<file path="src/rtl/mult_unit_if.sv">
// Decoder/execute-stage bundle for the HI/LO multiplier: request strobes, operands,
// the mfhi/mflo selector, and the busy/readback outputs.
interface mult_unit_if #(
  parameter int WIDTH = 32
);
  logic             start_mult;
  logic             mult_sign;
  logic [WIDTH-1:0] srca;
  logic [WIDTH-1:0] srcb;
  logic             mfSrc;
  logic [WIDTH-1:0] mf_out;
  logic             mult_busy;

  modport master (
    output start_mult, mult_sign, srca, srcb, mfSrc,
    input  mf_out, mult_busy
  );

  modport slave (
    input  start_mult, mult_sign, srca, srcb, mfSrc,
    output mf_out, mult_busy
  );
endinterface

</file>
<file path="src/rtl/mult_unit.sv">
// Iterative shift-add multiplier with HI/LO result registers: magnitudes are multiplied
// one multiplier bit per cycle, and the sign is applied in a final fix-up cycle.
module mult_unit #(
  parameter int WIDTH = 32
) (
  input  logic       clk,
  input  logic       reset,
  mult_unit_if.slave bus
);
  localparam int CW = $clog2(WIDTH);

  typedef enum logic [1:0] {IDLE, RUN, FIX} state_t;

  state_t             state;
  logic [WIDTH-1:0]   hi;
  logic [WIDTH-1:0]   lo;
  logic [2*WIDTH-1:0] acc;
  logic [2*WIDTH-1:0] mcand;
  logic [WIDTH-1:0]   mplier;
  logic [CW-1:0]      count;
  logic               neg;
  logic [WIDTH-1:0]   mag_a;
  logic [WIDTH-1:0]   mag_b;

  // Signed operands are reduced to magnitudes; 0x80..0 negates to itself, which is
  // exactly its unsigned magnitude, so no extra bit is needed.
  assign mag_a = (bus.mult_sign & bus.srca[WIDTH-1]) ? -bus.srca : bus.srca;
  assign mag_b = (bus.mult_sign & bus.srcb[WIDTH-1]) ? -bus.srcb : bus.srcb;

  assign bus.mult_busy = (state != IDLE) | bus.start_mult;
  assign bus.mf_out    = bus.mfSrc ? lo : hi;

  always_ff @(posedge clk) begin
    if (reset) begin
      state  <= IDLE;
      hi     <= '0;
      lo     <= '0;
      acc    <= '0;
      mcand  <= '0;
      mplier <= '0;
      count  <= '0;
      neg    <= 1'b0;
    end else begin
      case (state)
        IDLE: begin
          if (bus.start_mult) begin
            mcand  <= {{WIDTH{1'b0}}, mag_a};
            mplier <= mag_b;
            neg    <= bus.mult_sign & (bus.srca[WIDTH-1] ^ bus.srcb[WIDTH-1]);
            acc    <= '0;
            count  <= '0;
            state  <= RUN;
          end
        end
        RUN: begin
          if (mplier[0]) begin
            acc <= acc + mcand;
          end
          mcand  <= mcand << 1;
          mplier <= mplier >> 1;
          count  <= count + CW'(1);
          if (count == CW'(WIDTH - 1)) begin
            state <= FIX;
          end
        end
        FIX: begin
          {hi, lo} <= neg ? -acc : acc;
          state    <= IDLE;
        end
        default: state <= IDLE;
      endcase
    end
  end
endmodule

</file>
<file path="src/flat_wrapper.sv">
// flat-port wrapper written by rule: the top's interface ports become plain ports
module mult_unit_flat 
#(
  parameter int WIDTH = 32
)
  (clk, reset, bus_start_mult, bus_mult_sign, bus_srca, bus_srcb, bus_mfSrc, bus_mf_out, bus_mult_busy);
  mult_unit_if #(.WIDTH(WIDTH)) bus_i ();
  input  logic clk;
  input  logic reset;
  input wire logic [$bits(bus_i.start_mult)-1:0] bus_start_mult;
  input wire logic [$bits(bus_i.mult_sign)-1:0] bus_mult_sign;
  input wire logic [$bits(bus_i.srca)-1:0] bus_srca;
  input wire logic [$bits(bus_i.srcb)-1:0] bus_srcb;
  input wire logic [$bits(bus_i.mfSrc)-1:0] bus_mfSrc;
  output wire logic [$bits(bus_i.mf_out)-1:0] bus_mf_out;
  output wire logic [$bits(bus_i.mult_busy)-1:0] bus_mult_busy;
  assign bus_i.start_mult = bus_start_mult;
  assign bus_i.mult_sign = bus_mult_sign;
  assign bus_i.srca = bus_srca;
  assign bus_i.srcb = bus_srcb;
  assign bus_i.mfSrc = bus_mfSrc;
  assign bus_mf_out = bus_i.mf_out;
  assign bus_mult_busy = bus_i.mult_busy;
  mult_unit #(.WIDTH(WIDTH)) u_core (.clk(clk), .reset(reset), .bus(bus_i));
endmodule
</file>
<file path="config.mk">
export PLATFORM = sky130hd
export DESIGN_NAME = mult_unit_flat
export DESIGN_NICKNAME = d
export VERILOG_FILES = /design/src/rtl/mult_unit_if.sv /design/src/rtl/mult_unit.sv /design/src/flat_wrapper.sv
export SDC_FILE = /design/constraint.sdc
export NUM_CORES = 1
export LEC_CHECK = 0
export CORE_MARGIN = 5
export CORE_UTILIZATION = 34
export CTS_CLUSTER_SIZE = 30
export DETAILED_ROUTE_END_ITERATION = 12
export SLEW_MARGIN = 20
export SYNTH_ARGS = -nofsm -noshare
export SYNTH_HDL_FRONTEND = slang
export SYNTH_SLANG_ARGS = --single-unit
</file>
<file path="constraint.sdc">
create_clock -name clk -period 9.65 [get_ports clk]
set_input_delay 1.93 -clock clk [delete_from_list [all_inputs] [get_ports clk]]
set_output_delay 1.93 -clock clk [all_outputs]
set_load 0.03 [all_outputs]
</file>
### Word level (Yosys, flattened, before mapping)

Cells that the tools add are included.

* latch bits: 0
* bits in registers: 232
* output and inout bits: 33
* memory bits (writable): 0
* memories: 0
* ROM bits: 0
* logic and storage cells: 47
* bits of input ports: 69

* reductions and logical operators: 7
* multipliers: 0
* bitwise gates (word level): 5
* add/sub/neg operators: 5
* order comparisons: 0
* equal/unequal tests: 6
* div/mod/pow operators: 0
* shift-type cells: 0
* mux-type cells: 16

Operators by type and width (count)
* 64-bit 2-to-1 mux: 4
* 64-bit one-hot mux with 2 select lines: 2
* 32-bit 2-to-1 mux: 4
* 64-bit adder: 1
* 32-bit negator: 2
* 64-bit negator: 1
* 32-bit one-hot mux with 2 select lines: 1
* 5-bit one-hot mux with 2 select lines: 1
* 2-bit AND reduction: 3
* 5-bit by 1-bit adder with 5-bit output (second input constant): 1
* 5-bit equality test (second input constant): 1
* 5-bit 2-to-1 mux: 1
* 2-bit 2-to-1 mux: 2
* 2-bit by 1-bit != test with 1-bit output (second input constant): 2
* 2-bit one-hot mux with 2 select lines: 1
* 2-bit nonzero test: 2
* 1-bit AND: 3
* 3-bit AND reduction: 1
* 2-bit by 1-bit equality test with 1-bit output (second input constant): 1
* 2-bit equality test (second input constant): 1
* 2-bit logical NOT: 1
* 2-bit != test (second input constant): 1
* 1-bit bitwise OR: 1
* 1-bit bitwise XOR: 1

### Logic depth before layout (Yosys ltp)

* word-level depth: 4
* gate-level depth with buffers: 13
* depth with buffers taken out: 13

### Worst setup path before layout

OpenSTA, ideal clock, no wires.

* path kind: in2out
* from: input bus_mfSrc
* to: output bus_mf_out[0]
* arrival: 2.901 ns
* buffers on the path: 2
* setup slack: 4.819 ns
* required time: 7.720 ns
* cell stages on the path: 3
* cell sequence: clkbuf_1 buf_1 mux2_2

* word-level cells in the longest chain between the ends: 1

RTL lines
* start, declared: RTL line flat_wrapper.sv:14 `input wire logic [$bits(bus_i.mfSrc)-1:0] bus_mfSrc;`
* 32-bit 2-to-1 mux: RTL line mult_unit.sv:31 `assign bus.mf_out = bus.mfSrc ? lo : hi;`
* end, declared: RTL line flat_wrapper.sv:15 `output wire logic [$bits(bus_i.mf_out)-1:0] bus_mf_out;`

No other way between the ends.

### Worst setup path in the final report

* from: input bus_mfSrc
* to: output bus_mf_out[23]

Same word-level chain as after synthesis.

==> flow_summary_export.csv <==
group,metric,value,unit
yosys,netlist.area_leader.share,31.53,%
yosys,avgSynthCellArea,7.757,sq um
final_layout,area_delta_synth_final,16.65,%
cts,clock_latency,570,ps
hold_path,hold_depth,2,
cts,path_clk_slew,60,ps
cts,ctsHoldBuffers,0,
critical_path,crit_chain,"clkdlybuf4s50_1 > buf_4 > mux2_2 > clkdlybuf4s50_1",
yosys,async_flop_share,0,%
placed_design,dp_hpwl,33.26,mm
critical_path,crit_required,7720,ps
timing,final_hold_viol_count,0,
timing,finalCriticalPeriod,5679,ps
critical_path,critPathMaxFanout,32,
cts,cts_setup_buffers,0,
timing,clock_skew,21.29,ps
detailed_routing,vias,14001,
detailed_routing,route.detailed.drc,0,
placed_design,place.gp.congestion,0.9136,
cts,clock_path_buffers,3,
yosys,synthCells,1899,
critical_path,critPathCaptureType,"output port",
hold_path,min-delay-start,"u_core.hi[20]$_SDFFE_PP0N_",
yosys,synth-seq-cells,232,
global_route,grt_use_total,18.43,%
floorplanning,coreArea,0.04298,sq mm
final_layout,drive_above_1_share,6.012,%
cts,cts_htree_levels,1,
yosys,ys_seq_area_share,31.53,%
yosys,synth.cell_area,0.01473,sq mm
cts,root_buffer,"clkbuf_16",
detailed_routing,final_antenna_net_count,0,
floorplanning,die_h,218.1,um
timing,fin_setup_tns,0,ps
cts,cts_tree,"built",
cts,cts_resized,0,
cts,cts.sinks,232,
yosys,synth_edf_count,0,
final_layout,final_cell_mix,"nand2_1 (246), dfxtp_1 (231), a21oi_1 (228)",
cts,cts_buffers,28,
outcome,status,"finished clean",
timing,rsz0062_at_grt,"false",
floorplanning,num_rows,76,
floorplanning,boundaryPins,102,
timing,slew_viol_final,0,
critical_path,crit_arrival,3750,ps
critical_path,crit_family,"buffers and inverters",
global_route,grt_max_degree,122,
yosys,synth_warnings,0,
detailed_routing,drt_iter0_markers,1001,
timing,maxSlewHeadroom,29.23,%
final_layout,fin_nets,2063,
yosys,yosysTopAreaCell,"dfxtp_1",
power,p_leak,6.562,nW
critical_path,cp_slowest_stage_delay,600,ps
timing,whs,449.7,ps
hold_path,hold_class,"register to register",
yosys,ys.flop_type,"dfxtp_1",
detailed_routing,dr.pass1.iters,6,
critical_path,cp-start-kind,"primary input",
global_route,grt.overflow.total,0,
yosys,synth_cell_types,66,
floorplanning,start_util,34.27,%
power,ir_drop,0.1195,mV
timing,fin_crit_sh,58.85,%
critical_path,crit_buf_inv,3,
floorplanning,die-area,0.04759,sq mm
critical_path,crit_type,"primary input to output port",
yosys,ys_top_cells_by_area,"dfxtp_1 (32%), a21oi_1 (7.7%), nand2_1 (6.3%)",
timing,finalSetupViolations,0,
detailed_routing,wl_per_cell,17.74,um
critical_path,slowest_stage,"clkdlybuf4s50_1",
critical_path,r2r-start,"u_core.mcand[0]$_SDFFE_PP0P_",
global_route,grt_pass1_vias,13184,
timing,fmax,176.1,MHz
run,max_cap_viol_count,0,
critical_path,reg2reg_depth,13,
hold_path,worst_hold_path.endpoint,"u_core.hi[20]$_SDFFE_PP0N_",
critical_path,cpMostUsedCell,"clkdlybuf4s50_1",
final_layout,layout_commonest_cell,"nand2_1",
power,p_per_area,140.5,mW/mm^2
critical_path,r2r_setup_slack,5580,ps
global_route,grt_pass1_wl,72.87,mm
detailed_routing,vias_per_cell,5.525,
yosys,synthesis.nets,2037,
global_route,antenna_found_initial,4,
critical_path,rr_endpoint,"u_core.acc[56]$_SDFFE_PP0P_",
placed_design,io_buffer_count,101,
floorplanning,fp.dieW,218.1,um
detailed_routing,drt-total-wl,44.96,mm
timing,tightest_slew,1062,ps
-- worst max-delay path by stage --
stage	from	endpoint	slack [ps]	cells after the start
final	bus_mfSrc	bus_mf_out[23]	3970	4
after global routing	bus_mfSrc	bus_mf_out[2]	3900	4
after CTS	bus_mfSrc	bus_mf_out[2]	3950	4
after detailed placement	bus_mfSrc	bus_mf_out[2]	3950	4
after global placement	bus_mfSrc	bus_mf_out[31]	3990	4
after floorplan	bus_mfSrc	bus_mf_out[0]	4820	3
-- registers in the layout (all words and copies together), names as in the netlist --
register	flops
u_core.mplier	32
u_core.neg	1
u_core.acc	64
u_core.hi	32
u_core.mcand	64
u_core.count	5
u_core.lo	32
u_core.state	2
-- cell type report --
| cell class | count | area, sq um |
|---|---|---|
| Fill cell | 4448 | 25800 |
| Inverter | 30 | 112.6 |
| Clock inverter | 16 | 225.2 |
| Timing Repair Buffer | 115 | 1117 |
| Multi-Input combinational cell | 1518 | 9554 |
| Tap cell | 585 | 732.0 |
| Sequential cell | 232 | 4646 |
| Antenna cell | 3 | 7.507 |
| Clock buffer | 35 | 788.3 |
-- power breakdown --
part	internal (mW)	total (mW)	switching (mW)
logic	0.0992	0.254	0.155
clock network	0.712	1.15	0.442
registers	0.982	1.00	0.0231
-- cells by family after synthesis --
| logic type | Yosys count | share of synthesized area [%] |
|---|---|---|
| muxes | 36 | 2.727 |
| AOI/OAI and AO/OA | 635 | 27.18 |
| and+or+nand+nor | 616 | 19.20 |
| DFF | 232 | 31.53 |
| buffers and inverters | 149 | 3.822 |
| adders and majority gates | 69 | 5.912 |
| xor gates and xnor gates | 162 | 9.632 |
-- routing by layer --
| layer | track usage, % | part of all wire [%] | up-vias | routed length, um |
|---|---|---|---|---|
| met4 | 4.312 | 2.0 | 4 | 893 |
| li1 | - | - | 7004 | - |
| met3 | 2.563 | 5.2 | 54 | 2332 |
| met2 | 28.48 | 43 | 317 | 19260 |
| met1 | 27.24 | 50 | 6622 | 22440 |
| met5 | 0 | 0.060 | - | 27 |
-- cells in the mapped netlist (3+ instances only) --
cell	instances
nand3b_1	5
or3_1	19
and3_1	16
a31oi_1	16
a211oi_1	52
or2_2	3
xnor2_1	79
nand2_1	246
o211ai_1	4
o31ai_1	40
nor3b_1	5
nor4_1	16
dfxtp_1	232
mux2i_1	3
nand2b_1	14
or4_1	14
nand4_1	15
nand3_1	60
a21boi_0	3
ha_1	68
and2_1	8
o21a_1	6
nor2b_1	9
inv_1	30
a22oi_1	79
o21ai_0	101
xor2_1	83
nor3_1	19
a221oi_1	8
o41ai_1	17
nor2_1	154
a21oi_1	228
a21o_1	45
clkbuf_1	101
buf_1	17
o21bai_1	10
a41oi_1	3
mux2_2	33
-- worst register-to-register path: stages (launching register included) --
cell       delay (ps)
dfxtp_1           470
ha_1              250
inv_1              60
fa_1              390
nor2b_1           210
o2111ai_1         160
a21oi_1           240
o21a_1            230
o2111a_1          340
o21ai_0           190
a211oi_1          700
o21ai_0           280
and3_1            240
o31ai_1           230
-- metrics by stage --
stage	worst slack [ps]	cells	total power, mW	instance area (sq um)	util [%]
after global routing	3901	2533	2.511	17180	39.97
after floorplan	4819	1899	1.186	14730	-
after detailed placement	3952	2480	1.280	16160	37.60
after CTS	3949	2531	2.445	17180	39.96
after global placement	3994	2480	1.275	16160	37.60
final	3971	2534	2.413	17180	39.98
No activity file was read; power rests on OpenSTA's default activity.
